### config.mk
export PLATFORM = sky130hd
export DESIGN_NAME = mem_bank_flat
export DESIGN_NICKNAME = d
export VERILOG_FILES = /design/src/rtl/mem_pkg.sv /design/src/rtl/mem_bank_if.sv /design/src/rtl/mem_bank_array.sv /design/src/rtl/mem_bank.sv /design/src/flat_wrapper.sv
export SDC_FILE = /design/constraint.sdc
export NUM_CORES = 1
export LEC_CHECK = 0
export CAP_MARGIN = 10
export CORE_MARGIN = 5
export CORE_UTILIZATION = 40
export DETAILED_ROUTE_END_ITERATION = 16
export PLACE_DENSITY = 0.55
export SYNTH_ARGS = -nofsm -noshare
export SYNTH_HDL_FRONTEND = slang
export SYNTH_SLANG_ARGS = --single-unit
### constraint.sdc
create_clock -name clk -period 3.67 [get_ports clk]
set_clock_uncertainty 0.2 [all_clocks]
set_input_delay 1.101 -clock clk [delete_from_list [all_inputs] [get_ports clk]]
set_output_delay 1.101 -clock clk [all_outputs]
set_load 0.05 [all_outputs]
### src/rtl/mem_pkg.sv
// Shared definitions for the mem_bank block.
// Holds the FSM state enumeration and the default word/address widths.
package mem_pkg;

    localparam int unsigned DEFAULT_DATA_W = 8;
    localparam int unsigned DEFAULT_ADDR_W = 3;

    typedef enum logic [1:0] {
        CLEAR = 2'd0,
        IDLE  = 2'd1,
        RESP  = 2'd2
    } state_t;

endpackage

### src/rtl/mem_bank_if.sv
// Request/response bus of mem_bank.
// master: issues requests, consumes responses (testbench / client side)
// slave : accepts requests, produces read responses (mem_bank side)
// Signals: req_valid/req_ready/req_we/req_addr/req_wdata, rsp_valid/rsp_ready/rsp_rdata
interface mem_bank_if
    import mem_pkg::*;
#(
    parameter int unsigned DATA_W = DEFAULT_DATA_W,
    parameter int unsigned ADDR_W = DEFAULT_ADDR_W
);
    logic              req_valid;
    logic              req_ready;
    logic              req_we;
    logic [ADDR_W-1:0] req_addr;
    logic [DATA_W-1:0] req_wdata;
    logic              rsp_valid;
    logic              rsp_ready;
    logic [DATA_W-1:0] rsp_rdata;

    modport master (
        output req_valid, req_we, req_addr, req_wdata, rsp_ready,
        input  req_ready, rsp_valid, rsp_rdata
    );

    modport slave (
        input  req_valid, req_we, req_addr, req_wdata, rsp_ready,
        output req_ready, rsp_valid, rsp_rdata
    );
endinterface

### src/rtl/mem_bank_array.sv
// Word storage for mem_bank: one write port, one synchronous read port, no reset.
// Ports: clk; we/waddr/wdata (write); re/raddr (read enable/address); rdata (registered read data,
// updated only when re is high so it holds between reads).
module mem_bank_array #(
    parameter int unsigned DATA_W = 8,
    parameter int unsigned ADDR_W = 3
) (
    input  logic              clk,
    input  logic              we,
    input  logic [ADDR_W-1:0] waddr,
    input  logic [DATA_W-1:0] wdata,
    input  logic              re,
    input  logic [ADDR_W-1:0] raddr,
    output logic [DATA_W-1:0] rdata
);
    localparam int unsigned DEPTH = 1 << ADDR_W;

    logic [DATA_W-1:0] mem [DEPTH];

    // Storage is zeroed by the controller's clear sweep, never by reset
    always_ff @(posedge clk) begin
        if (we) begin
            mem[waddr] <= wdata;
        end
        if (re) begin
            rdata <= mem[raddr];
        end
    end
endmodule

### src/rtl/mem_bank.sv
// Single-port memory bank with valid/ready request and response channels and a
// clear sweep that zeroes every word after reset and on clr_req.
// Ports: clk, rst_n (async active-low); bus (mem_bank_if.slave request/response);
// clr_req (zero whole array); init_done (sticky: array cleared since reset).
module mem_bank
    import mem_pkg::*;
#(
    parameter int unsigned DATA_W = DEFAULT_DATA_W,
    parameter int unsigned ADDR_W = DEFAULT_ADDR_W
) (
    input  logic       clk,
    input  logic       rst_n,
    mem_bank_if.slave  bus,
    input  logic       clr_req,
    output logic       init_done
);
    localparam int unsigned DEPTH = 1 << ADDR_W;

    state_t            state;
    logic [ADDR_W-1:0] clr_cnt;
    logic              rsp_valid_q;
    logic              rd_seen;      // read register holds real data (not reset-able itself)

    logic              slot_free_c;  // IDLE, or RESP whose response is taken this edge
    logic              ready_c;
    logic              accept_c;
    logic              clr_go_c;
    logic              arr_we_c;
    logic [ADDR_W-1:0] arr_waddr_c;
    logic [DATA_W-1:0] arr_wdata_c;
    logic              arr_re_c;
    logic [DATA_W-1:0] arr_rdata;

    // Handshake decode from registered state plus the qualifying inputs
    always_comb begin
        slot_free_c = (state == IDLE) || ((state == RESP) && bus.rsp_ready);
        ready_c     = slot_free_c && !clr_req;
        accept_c    = bus.req_valid && ready_c;
        clr_go_c    = slot_free_c && clr_req;
    end

    // Array port steering: the sweep owns the write port while clearing
    always_comb begin
        arr_we_c    = 1'b0;
        arr_waddr_c = bus.req_addr;
        arr_wdata_c = bus.req_wdata;
        arr_re_c    = accept_c && !bus.req_we;
        if (state == CLEAR) begin
            arr_we_c    = 1'b1;
            arr_waddr_c = clr_cnt;
            arr_wdata_c = '0;
        end else if (accept_c && bus.req_we) begin
            arr_we_c = 1'b1;
        end
    end

    // Control FSM, clear counter and response flags
    always_ff @(posedge clk or negedge rst_n) begin
        if (!rst_n) begin
            state       <= CLEAR;
            clr_cnt     <= '0;
            rsp_valid_q <= 1'b0;
            rd_seen     <= 1'b0;
            init_done   <= 1'b0;
        end else begin
            case (state)
                CLEAR: begin
                    clr_cnt <= clr_cnt + ADDR_W'(1);
                    if (clr_cnt == ADDR_W'(DEPTH - 1)) begin
                        state     <= IDLE;
                        init_done <= 1'b1;
                    end
                end
                IDLE, RESP: begin
                    if (clr_go_c) begin
                        state       <= CLEAR;
                        clr_cnt     <= '0;
                        rsp_valid_q <= 1'b0;
                    end else if (accept_c && !bus.req_we) begin
                        state       <= RESP;
                        rsp_valid_q <= 1'b1;
                        rd_seen     <= 1'b1;
                    end else if (slot_free_c) begin
                        state       <= IDLE;
                        rsp_valid_q <= 1'b0;
                    end
                end
                default: begin
                    state <= CLEAR;
                    clr_cnt <= '0;
                    rsp_valid_q <= 1'b0;
                end
            endcase
        end
    end

    assign bus.req_ready = ready_c;
    assign bus.rsp_valid = rsp_valid_q;
    // Read register has no reset, so present zero until the first read loads it
    assign bus.rsp_rdata = rd_seen ? arr_rdata : '0;

    mem_bank_array #(
        .DATA_W (DATA_W),
        .ADDR_W (ADDR_W)
    ) u_array (
        .clk   (clk),
        .we    (arr_we_c),
        .waddr (arr_waddr_c),
        .wdata (arr_wdata_c),
        .re    (arr_re_c),
        .raddr (bus.req_addr),
        .rdata (arr_rdata)
    );
endmodule

### src/flat_wrapper.sv
// flat-port wrapper written by rule: the top's interface ports become plain ports
module mem_bank_flat import mem_pkg::*;
#(
    parameter int unsigned DATA_W = DEFAULT_DATA_W,
    parameter int unsigned ADDR_W = DEFAULT_ADDR_W
)
  (clk, rst_n, clr_req, init_done, bus_req_valid, bus_req_we, bus_req_addr, bus_req_wdata, bus_rsp_ready, bus_req_ready, bus_rsp_valid, bus_rsp_rdata);
  mem_bank_if #(.DATA_W(DATA_W), .ADDR_W(ADDR_W)) bus_i ();
  input  logic clk;
  input  logic rst_n;
  input  logic clr_req;
  output logic init_done;
  input wire logic [$bits(bus_i.req_valid)-1:0] bus_req_valid;
  input wire logic [$bits(bus_i.req_we)-1:0] bus_req_we;
  input wire logic [$bits(bus_i.req_addr)-1:0] bus_req_addr;
  input wire logic [$bits(bus_i.req_wdata)-1:0] bus_req_wdata;
  input wire logic [$bits(bus_i.rsp_ready)-1:0] bus_rsp_ready;
  output wire logic [$bits(bus_i.req_ready)-1:0] bus_req_ready;
  output wire logic [$bits(bus_i.rsp_valid)-1:0] bus_rsp_valid;
  output wire logic [$bits(bus_i.rsp_rdata)-1:0] bus_rsp_rdata;
  assign bus_i.req_valid = bus_req_valid;
  assign bus_i.req_we = bus_req_we;
  assign bus_i.req_addr = bus_req_addr;
  assign bus_i.req_wdata = bus_req_wdata;
  assign bus_i.rsp_ready = bus_rsp_ready;
  assign bus_req_ready = bus_i.req_ready;
  assign bus_rsp_valid = bus_i.rsp_valid;
  assign bus_rsp_rdata = bus_i.rsp_rdata;
  mem_bank #(.DATA_W(DATA_W), .ADDR_W(ADDR_W)) u_core (.clk(clk), .rst_n(rst_n), .bus(bus_i), .clr_req(clr_req), .init_done(init_done));
endmodule
==> results of run 1 <==
[sequential cells by signal (all words and copies together), names as in the netlist]
name	cells
u_core.state	2
u_core.bus.rsp_valid	1
u_core.clr_cnt	3
u_core.init_done	1
u_core.u_array.mem	64
u_core.u_array.rdata	8
u_core.rd_seen	1
[report_power, final]
group	internal (µW)	switching, µW
sequential	1310	73.4
clock	236	270
combinational	319	553
total	1860	897
[path summary, 6_finish.rpt]
check                                              from                            endpoint  slack [ns]  cells past startpoint
setup / recovery                          bus_rsp_ready                       bus_req_ready        0.24                      4
hold / removal             u_core.init_done$_DFFE_PN0P_        u_core.init_done$_DFFE_PN0P_        0.31                      1
setup reg to reg            u_core.state[0]$_DFFE_PN0P_  u_core.u_array.mem[4][4]$_DFFE_PP_        1.16                      6
hold reg to reg            u_core.init_done$_DFFE_PN0P_        u_core.init_done$_DFFE_PN0P_        0.31                      1
max in group asynchronous                         rst_n          u_core.rd_seen$_DFFE_PN0P_        2.14                      1
min in group asynchronous                         rst_n         u_core.state[1]$_DFFE_PN0P_        0.85                      1
[worst max-delay path, delay by kind of cell]
| kind | cells | cell delay, ns |
|---|---|---|
| simple gates | 1 | 0.07 |
| compound gates | 1 | 0.35 |
| buf+inv | 2 | 0.61 |
[cell families (layout without fill, tap and decap cells)]
family,Yosys count,in the layout,share of synthesized area (%)
flops,80,80,70.2
simple gates,44,44,7.22
mux,25,25,14.6
compound gates,17,17,3.79
buf+inv,14,60,1.93
fa+ha+maj,6,6,2.23
[metal layers]
layer	routed length, µm	share of wire [%]	vias to the layer above	GRT usage (%)
li1	-	-	827	-
met1	2950	45	898	18.2
met2	3320	51	31	22.9
met3	240	3.7	6	3.44
met4	56	0.85	0	4.60
met5	0	0	-	0
[layout make-up]
type	instances	area, µm²	area share, %
clock buffer	12	135	3.40
clock inverter	2	8.76	0.220
inverter	6	22.5	0.567
multi-input combinational	92	936	23.6
sequential	80	2360	59.4
tap	105	131	3.31
timing repair buffer	40	378	9.51
[cells in the final DEF (no fill, tap or decap)]
master           instances
a22o_1                   2
buf_12                   1
mux2i_1                  1
edfxtp_1                72
clkbuf_8                 9
nor2b_1                  9
inv_1                    6
clkinv_1                 1
o21ai_0                  3
nor3_1                   2
nand3b_1                 1
o31ai_1                  1
nor2_1                   1
a21o_1                   1
o211ai_1                 1
mux4_2                   8
nand4_1                  1
clkdlybuf4s50_1         26
clkinv_2                 1
nor4_1                   1
a21oi_2                  1
buf_4                   13
mux2_2                   8
a221o_1                  1
ha_1                     6
o22ai_1                  3
nand2_1                 10
nand2b_1                 5
mux4_1                   8
nand3_1                  5
clkbuf_1                 3
dfrtp_1                  8
nand4b_1                 1
o32ai_1                  4
and2_1                   8
[stage by stage]
| stage | cells | total power [µW] | area, µm² | hold slack (ns) |
|---|---|---|---|---|
| finish | 337 | 2760 | 3970 | 0.312 |
| global route | 337 | 2920 | 3970 | 0.342 |
| CTS | 337 | 2800 | 3970 | 0.317 |
| detailed placement | 323 | 2290 | 3830 | 0.298 |
| global placement | 323 | 2240 | 3830 | 0.248 |
| floorplan | 186 | 1940 | 3360 | 0.308 |
==> impl_metrics.toml, run 1 <==
[routing]
dr.pass1.iters = 4
drc = 0
routed_wirelength_mm = 6.56
drtIter0Drc = 62
post_drt_wl_per_cell_um = 19.5
num_vias = 1762
viasPerCell = 5.23
antenna_left = 0

[clock_network]
htreeDepth = 3
insertion_delay_ns = 0.33
clock-sinks = 80
clockBufferDepth = 2
cts_hold_buf = 0
post_cts_resized = 0
post-cts-setup-buffers = 0
cts_tree = "built"
clkTransAtPathRegs_ns = 0.08
cts-root-buf = "clkbuf_8"
cts_buffers = 9

[worst_hold_path]
hp-class = "reg2reg"

[yosys]
synth_cell_types = 33
ys_ff_latch = 80
synth_seq_area_share_pct = 70.2
ys_warn_count = 0
mappedNetlistNets = 209
syn-instance-count = 186
syn_area_per_cell_um2 = 18.1
yosysMostFrequentCell = "edfxtp_1"
synth_top_area_cell = "edfxtp_1"
synth_area_leaders = "edfxtp_1 (64%), mux4_1 (6.3%), dfrtp_1 (6.0%)"
synth_top_area_share_pct = 64.3
synthesis.area_um2 = 3360
ys_async_sr_fraction_pct = 10.0
ys_top_cells_by_count = "edfxtp_1 (72), nand2_1 (10), nor2b_1 (9)"
synth_edf_count = 72
ys.flop_type = "edfxtp_1"

[global_route]
grt_use_total_pct = 13.9
gr-total-overflow = 0
grt_start_max_net_pins = 22
grt_pass1_vias = 1855
antenna_found_initial = 0
grt_pass1_wl_mm = 10.3

[sta]
finalCritPeriodShare_pct = 93.5
setup_ws_ns = 0.238
fmax_ghz = 0.291
setup_violations = 0
rsz0062_at_grt = "no"
slew_violations = 0
min_period_ns = 3.43
tns_ns = 0
hold_viol_final = 0
relSlewSlack_pct = 60.4
worst_pin_slew_ns = 0.588

[place]
place_congestion = 0.806
io_buffers = 27
pre_cts_ws_ns = 0.237
post-dp-hpwl_mm = 4.39

[worst_setup_path]
critPathMaxFanout = 9
worst_ep_required_time_ns = 2.37
start_kind = "input pin"
critPathMaxStageDelay_ns = 0.41
endpoint_kind = "output pin"
critical_path_class = "in2out"
arrival_ns = 2.13
path_cells = "clkdlybuf4s50_1, a21oi_2, nor2_1, buf_4"
cp_slowest_cell = "clkdlybuf4s50_1"

[die]
num_rows = 33
initial_core_util_pct = 40.9
fp.dieW_um = 102
die_y_um = 102
coreArea_um2 = 8220
die_area_um2 = 10300
ios = 28

[run]
cap_violations = 0

[final_layout]
insertedDiodeCount = 0
fin_nets = 252
fill_cells = 696
synthToLayoutAreaGrowth_pct = 18.2
utilization_pct = 48.4
drive_above_1_share_pct = 17.7

[pwr]
p_per_area_nw_per_um2 = 695
ir_drop_v = 0.000397
p_leak_uw = 0.00139

[status]
status = "finished, final reports clean"
Power figures use the tool's default switching activity.
==> inputs of run 2 (changes only) <==
--- a/config.mk
+++ b/config.mk
@@ -7,9 +7,9 @@
 export LEC_CHECK = 0
 export CAP_MARGIN = 10
 export CORE_MARGIN = 5
-export CORE_UTILIZATION = 40
+export CORE_UTILIZATION = 57
 export DETAILED_ROUTE_END_ITERATION = 16
-export PLACE_DENSITY = 0.55
+export PLACE_DENSITY = 0.75
 export SYNTH_ARGS = -nofsm -noshare
 export SYNTH_HDL_FRONTEND = slang
 export SYNTH_SLANG_ARGS = --single-unit
==> run 2 against run 1 <==
Flip-flop and latch count is the same. Sequential share of layout area grew 0.19 points. Sequential power hardly changed. Cell count shrank 8.9%. Non-clock buffer count decreased by 1. Clock power up 15%. Design area down 0.31%.
==> impl_metrics.toml, run 2 (synthesized netlist as in run 1, its figures left out) <==
[die]
die_y_um = 86.8
fp.dieW_um = 86.8
num_rows = 28
ios = 28
initial_core_util_pct = 57.8
die_area_um2 = 7540
coreArea_um2 = 5820

[clock_network]
clock-sinks = 80
post_cts_resized = 0
htreeDepth = 3
cts_hold_buf = 0
cts_buffers = 9
cts-root-buf = "clkbuf_8"
clockBufferDepth = 2
clkTransAtPathRegs_ns = 0.08
cts_tree = "built"
post-cts-setup-buffers = 0
insertion_delay_ns = 0.33

[final_layout]
utilization_pct = 68.1
largest_reg_flops = 64
synthToLayoutAreaGrowth_pct = 17.8
regMostFlops = "u_core.u_array.mem"
final_common_cell = "edfxtp_1"
final_cell_mix = "edfxtp_1 (72), clkdlybuf4s50_1 (26), buf_4 (12), nand2_1 (10)"
final_area_um2 = 3960
insertedDiodeCount = 0
biggestRegsByFlops = "u_core.u_array.mem: 64 flops, u_core.u_array.rdata: 8 flops, u_core.clr_cnt: 3 flops"
drive_above_1_share_pct = 17.7
fin_nets = 251
fin_cells = 307

[global_route]
grt_use_total_pct = 18.2
grt_start_max_net_pins = 22
antenna_found_initial = 0
grt_pass1_wl_mm = 9.67
grt_pass1_vias = 1815
gr-total-overflow = 0

[sta]
setup_ws_ns = 0.218
finalCritPeriodShare_pct = 94.1
rsz0062_at_grt = "no"
tns_ns = 0
min_period_ns = 3.45
worst_pin_slew_ns = 0.778
setup_violations = 0
hold_viol_final = 0
relSlewSlack_pct = 48.1
fmax_ghz = 0.290
slew_violations = 0

[worst_setup_path]
ff2ff_setup_slack_ns = 0.93
reg2reg_from = "u_core.state[0]$_DFFE_PN0P_"
arrival_ns = 2.15
critical_path_class = "in2out"
endpoint_kind = "output pin"
worst_ep_required_time_ns = 2.37
start_kind = "input pin"
critPathMaxFanout = 9
startpoint = "bus_rsp_ready"

[place]
dp.cells = 292
io_buffers = 27
place_congestion = 0.829
pre_cts_ws_ns = 0.214
post-dp-hpwl_mm = 4.08
dpl_cell_area_um2 = 3780

[routing]
drc = 0
post_drt_wl_per_cell_um = 19.8
antenna_left = 0
drtIter0Drc = 214
viasPerCell = 5.79
routed_wirelength_mm = 6.09
dr.pass1.iters = 4
num_vias = 1777

[pwr]
ir_drop_v = 0.000392
p_per_area_nw_per_um2 = 711
p_leak_uw = 0.00139

[status]
status = "finished, final reports clean"

[worst_hold_path]
hp-class = "reg2reg"
min_from = "u_core.init_done$_DFFE_PN0P_"

[run]
cap_violations = 0
==> run 2: cell types whose count changed in the layout (fill, tap and decap cells not counted) <==
cell and delta:
clkbuf_1 -2, clkinv_1 +2, buf_4 -1, bufinv_16 +1
clkinv_2 -1, clkinvlp_4 +1
==> run 2: power breakdown <==
group / internal (µW) / switching [µW] / leakage (µW)
clock network: 304 / 280 / 0.0000849
logic: 312 / 532 / 0.000534
registers: 1310 / 78.5 / 0.000774
total: 1930 / 891 / 0.00139
==> run 2: worst paths after layout <==
| kind | endpoint | depth (start not counted) |
|---|---|---|
| worst max-delay path | bus_req_ready | 4 |
| worst min-delay path | u_core.init_done$_DFFE_PN0P_ | 1 |
| worst max register to register | u_core.u_array.mem[0][4]$_DFFE_PP_ | 6 |
| worst min register to register | u_core.init_done$_DFFE_PN0P_ | 1 |
| max in group asynchronous | u_core.rd_seen$_DFFE_PN0P_ | 1 |
| min in group asynchronous | u_core.state[0]$_DFFE_PN0P_ | 1 |
==> run 2: final cells by class <==
cell class | instances | area (µm²)
Sequential cell | 80 | 2360
Timing Repair Buffer | 39 | 370
Fill cell | 381 | 1850
Clock inverter | 5 | 48.8
Inverter | 6 | 22.5
Multi-Input combinational cell | 92 | 936
Clock buffer | 10 | 128
Tap cell | 75 | 93.8
==> run 2: per-layer routing <==
layer  global-route usage, %  up-vias  routed length (µm)
met4                    7.65        0                  91
li1                        -      823                   -
met1                    23.7      872                2470
met5                       0        -                   0
met3                    3.42        9                 368
met2                    30.0       73                3160
==> run 2: metrics by stage <==
step	total power [µW]	hold WS, ns
6_report	2820	0.282
5_1_grt	2960	0.320
4_1_cts	2840	0.281
3_5_place_dp	2250	0.257
3_3_place_gp	2200	0.250
2_1_floorplan	1940	0.308
==> run 2: worst max-delay path, cell delays in order <==
cell,delay [ns]
clkdlybuf4s50_1,0.41
a21oi_2,0.35
nor2_1,0.08
buf_4,0.20
==> variant 1: new RTL, config.mk and constraints of run 2 <==
Re-encode `state_t` (3 states) as one-hot, 3 bits wide.
--- a/src/rtl/mem_pkg.sv
+++ b/src/rtl/mem_pkg.sv
@@ -7,6 +7,6 @@
 
-    typedef enum logic [1:0] {
-        CLEAR = 2'd0,
-        IDLE  = 2'd1,
-        RESP  = 2'd2
+    typedef enum logic [2:0] {
+        CLEAR = 3'b001,
+        IDLE  = 3'b010,
+        RESP  = 3'b100
     } state_t;
Behaviour: same outputs for any inputs over 10 cycles, from zero or initial values and one cycle with rst_n low; not proved beyond that.
==> variant 1 against run 2 <==
- via count rose by 0.73%
- critical endpoint unchanged
- setup slack better by 0.14 ns
- sequential cell count is 1 higher
- design area grew 0.57%
- area after synthesis down 0.93%
- register-to-register slack better by 0.45 ns
- wire length up 1.2%
- power decreased by 2.0%
==> variant 1: results (changes against run 2) <==
Placer Congestion 0.873 (was 0.829); Crit. Startpoint clr_req (was bus_rsp_ready); synth unique cells 37 (was 33); Synth warnings 0 (unchanged); worst vdd ir 0.410 mV (was 0.392 mV); final WL 6.17 mm (was 6.09 mm); nets 248 (was 251); total track usage 18.3% (was 18.2%); insertion delay to the later sink of the worst-skew pair 0.35 ns (was 0.33 ns); Crit path arrival time 2.01 ns (was 2.15 ns); via/cell ratio 5.87 (was 5.79); number of global-route vias before repair 1870 (was 1815); Leak 1.41 nW (was 1.39 nW); first-pass GRT wire length 9.74 mm (was 9.67 mm); top flop regs u_core.u_array.mem (64), u_core.u_array.rdata (8) (was u_core.u_array.mem (64), u_core.u_array.rdata (8), u_core.clr_cnt (3)); Buffers on Ports 27 (unchanged); routed length on met3 469 um (was 368 um); Clock Tree Buf Depth 2 (unchanged); sequential share of the synthesized area 71.7% (was 70.2%); M1 WL 2.52 mm (was 2.47 mm); syn_nets 202 (was 209); DPL Wire Length 4.18 mm (was 4.08 mm); number of DRC markers in iteration 0 126 (was 214); CP Max Fanout 6 (was 9); relative slew slack 55.4% (was 48.1%); Synth area leaders edfxtp_1 (65%), mux4_2 (9.5%), dfrtp_1 (6.0%), and2_1 (3.0%), mux2_2 (2.7%) (was edfxtp_1 (64%), mux4_1 (6.3%), dfrtp_1 (6.0%), mux4_2 (5.4%), mux2_2 (2.7%)); met2 WL 3.12 mm (was 3.16 mm); async set or reset register ratio after synthesis 11.1% (was 10.0%); Final Max Slew Viols 0 (unchanged); status complete, no violations (unchanged); worst r2r src u_core.state[0] (unchanged); hold_sp u_core.init_done (unchanged); most frequent cells after synthesis edfxtp_1 (72), and2_1 (16), mux4_2 (14), nand2_1 (10) (was edfxtp_1 (72), nand2_1 (10), nor2b_1 (9)); share of layout cells above drive strength 1 23.6% (was 17.7%); Fillers 360 (was 381)
[variant 1: cell types whose count changed in the layout (fill, tap and decap cells not counted), sizes merged, moves of 2 or more]
cell    before  now
nor4b        0    2
nand2b       5    2
o32ai        4    6
nor2b        9    1
and2         8   16
nand3        5    3
buf         13   15
ha           6    2
o31ai        1    3
a22o         2    0
[variant 1: path summary, 6_finish.rpt]
check / depth (start not counted) / slack [ns] / endpoint
max: 3 / 0.36 / bus_req_ready
min: 1 / 0.27 / u_core.init_done
max reg2reg: 4 / 1.38 / u_core.u_array.mem[0][1]
min reg2reg: 1 / 0.27 / u_core.init_done
max in group asynchronous: 1 / 2.08 / u_core.state[0]
min in group asynchronous: 1 / 0.86 / u_core.bus.rsp_valid
[variant 1: through the flow]
| step | utilization [%] | cell area [sq um] | cells | setup WS [ns] |
|---|---|---|---|---|
| 3_3_place_gp | 67.5 | 3780 | 289 | 0.129 |
| 3_5_place_dp | 67.5 | 3780 | 289 | 0.0582 |
| 2_1_floorplan | - | 3340 | 183 | 0.381 |
| 5_1_grt | 71.0 | 3980 | 305 | 0.311 |
| 4_1_cts | 70.7 | 3970 | 304 | 0.0521 |
| 6_report | 71.0 | 3980 | 305 | 0.358 |
[variant 1: layout make-up]
type,instances,area share (%)
Clock inverter,6,1.48
Inverter,6,0.565
Clock buffer,9,3.11
Sequential cell,81,60.0
Tap cell,72,2.26
Multi-Input combinational cell,89,22.3
Timing Repair Buffer,42,10.4
[variant 1: logic make-up (layout without fill, tap and decap cells)]
group / count (synthesis) / count (layout) / synth area share (%)
flip-flops: 81 / 81 / 71.7
AND/OR/NAND/NOR: 44 / 44 / 7.70
multiplexers: 24 / 24 / 13.7
AO/OA/AOI/OAI: 19 / 19 / 4.24
buffers and inverters: 13 / 63 / 1.88
adder cells (fa/ha/maj): 2 / 2 / 0.751
[variant 1: per-layer routing]
layer,GRT usage [%],vias to the layer above
met5,0,-
met1,22.5,883
met3,5.99,7
met4,6.80,0
li1,-,825
met2,30.2,75
[variant 1: timing repair]
item,CTS,global route
setup endpoints to repair,0,1
resized for setup,0,3
setup buffers,0,1
[variant 1: critical path, stage by stage]
cell,delay (ns)
clkdlybuf4s50_1,0.51
nor3_2,0.20
clkbuf_16,0.20
[variant 1: report_power, final]
group	internal, mW	total [mW]	switching [mW]
Sequential	1.34	1.43	0.0919
Combinational	0.293	0.724	0.431
Clock	0.307	0.604	0.297
==> variant 2: new RTL, settings of run 2 <==
Made on the original files. Set the package constant `DEFAULT_ADDR_W` to 4 (it was 3).
--- a/src/rtl/mem_pkg.sv
+++ b/src/rtl/mem_pkg.sv
@@ -5,3 +5,3 @@
     localparam int unsigned DEFAULT_DATA_W = 8;
-    localparam int unsigned DEFAULT_ADDR_W = 3;
+    localparam int unsigned DEFAULT_ADDR_W = 4;
 
Ports: changed (resized bus_req_addr); port bits go from 28 to 29. No check against the original RTL was run, so the function may have changed too.
==> variant 2 against run 2 <==
- register-to-register slack worse by 0.15 ns
- global-route usage up 4.0 points
- area after synthesis up 80%
- setup slack better by 0.14 ns
- non-clock buffer count up 20
- power up 70%
- count of clock-buffer cells in the layout up 9
- critical path depth unchanged
- sequential cell count up 65
- wire length up 120%
- design area up 81%
- critical path type unchanged
- highest routed layer unchanged
==> variant 2: results (changes against run 2) <==
routed length on met3 1.07 mm (was 368 um); Placer Congestion 0.927 (was 0.829); Seq cells post-synth 145 (was 80); async set or reset register ratio after synthesis 6.21% (was 10.0%); met2 WL 6.26 mm (was 3.16 mm); EDFF count, synth 136 (was 72); worst vdd ir 0.426 mV (was 0.392 mV); number of DRC markers in iteration 0 389 (was 214); GRT met1 Usage 30.3% (was 23.7%); M1 WL 5.34 mm (was 2.47 mm); number of global-route vias before repair 3340 (was 1815); nets 422 (was 251); largest net degree at the start of global routing 31 (was 22); CP Max Fanout 3 (was 9); share of layout cells above drive strength 1 18.4% (was 17.7%); total CTS buffers 17 (was 9); htree depth 4 (was 3); status complete, no violations (unchanged); insertion delay to the later sink of the worst-skew pair 0.54 ns (was 0.33 ns); via/cell ratio 6.21 (was 5.79); most frequent cells after synthesis edfxtp_1 (136), nand2_1 (23), mux2i_1 (18), mux4_1 (18), o22ai_1 (17) (was edfxtp_1 (72), nand2_1 (10), nor2b_1 (9)); DR pass1 iterations 5 (was 4); Clock Pin Slew Worst Setup and Hold Paths 0.06 ns (was 0.08 ns); Synth area leaders edfxtp_1 (68%), mux4_1 (7.8%), dfrtp_1 (3.7%), mux2i_1 (3.0%), mux4_2 (2.2%) (was edfxtp_1 (64%), mux4_1 (6.3%), dfrtp_1 (6.0%), mux4_2 (5.4%), mux2_2 (2.7%)); first-pass GRT wire length 20.2 mm (was 9.67 mm)
[variant 2: final cells by class]
cell class | count | area [sq um]
well taps | 136 | 170
repair buffers | 59 | 522
clock inverters | 13 | 111
clock buffers | 19 | 422
fillers | 651 | 3150
inverters | 4 | 15.0
flip-flops and latches | 145 | 4310
multi-input cells | 172 | 1630
[variant 2: worst max-delay path, stage by stage]
cell and delay [ns]:
clkdlybuf4s50_1 0.42, a21oi_1 0.23, nor2_1 0.07, buf_4 0.19
[variant 2: metrics by stage]
stage	worst slack [ns]	hold WS, ns	util, %	area, sq um	instances
finish	0.358	0.298	69.5	7180	548
global route	0.277	0.336	69.5	7180	548
CTS	0.353	0.301	69.4	7170	547
detailed placement	0.0128	0.288	64.3	6630	515
global placement	0.137	0.249	64.3	6630	515
floorplan	0.474	0.296	-	6050	337
[variant 2: final timing paths]
kind	startpoint	end	slack, ns	cells after the start
max in group asynchronous	rst_n	u_core.clr_cnt[2]	2.31	1
setup reg to reg	u_core.state[0]	u_core.u_array.mem[11][3]	0.78	6
hold reg to reg	u_core.init_done	u_core.init_done	0.30	1
setup / recovery	bus_rsp_ready	bus_req_ready	0.36	4
min in group asynchronous	rst_n	u_core.state[1]	0.66	1
hold / removal	u_core.init_done	u_core.init_done	0.30	1
[variant 2: power by group]
group	leakage, nW	switching (mW)	internal [mW]
logic	0.923	0.618	0.349
registers	1.37	0.103	2.16
clock network	0.260	0.649	0.898
[variant 2: cells by family after synthesis]
group | synth area share (%)
AO/OA/AOI/OAI | 5.40
adder cells (fa/ha/maj) | 1.03
buffers and inverters | 1.94
flip-flops | 71.2
multiplexers | 14.3
AND/OR/NAND/NOR | 6.06
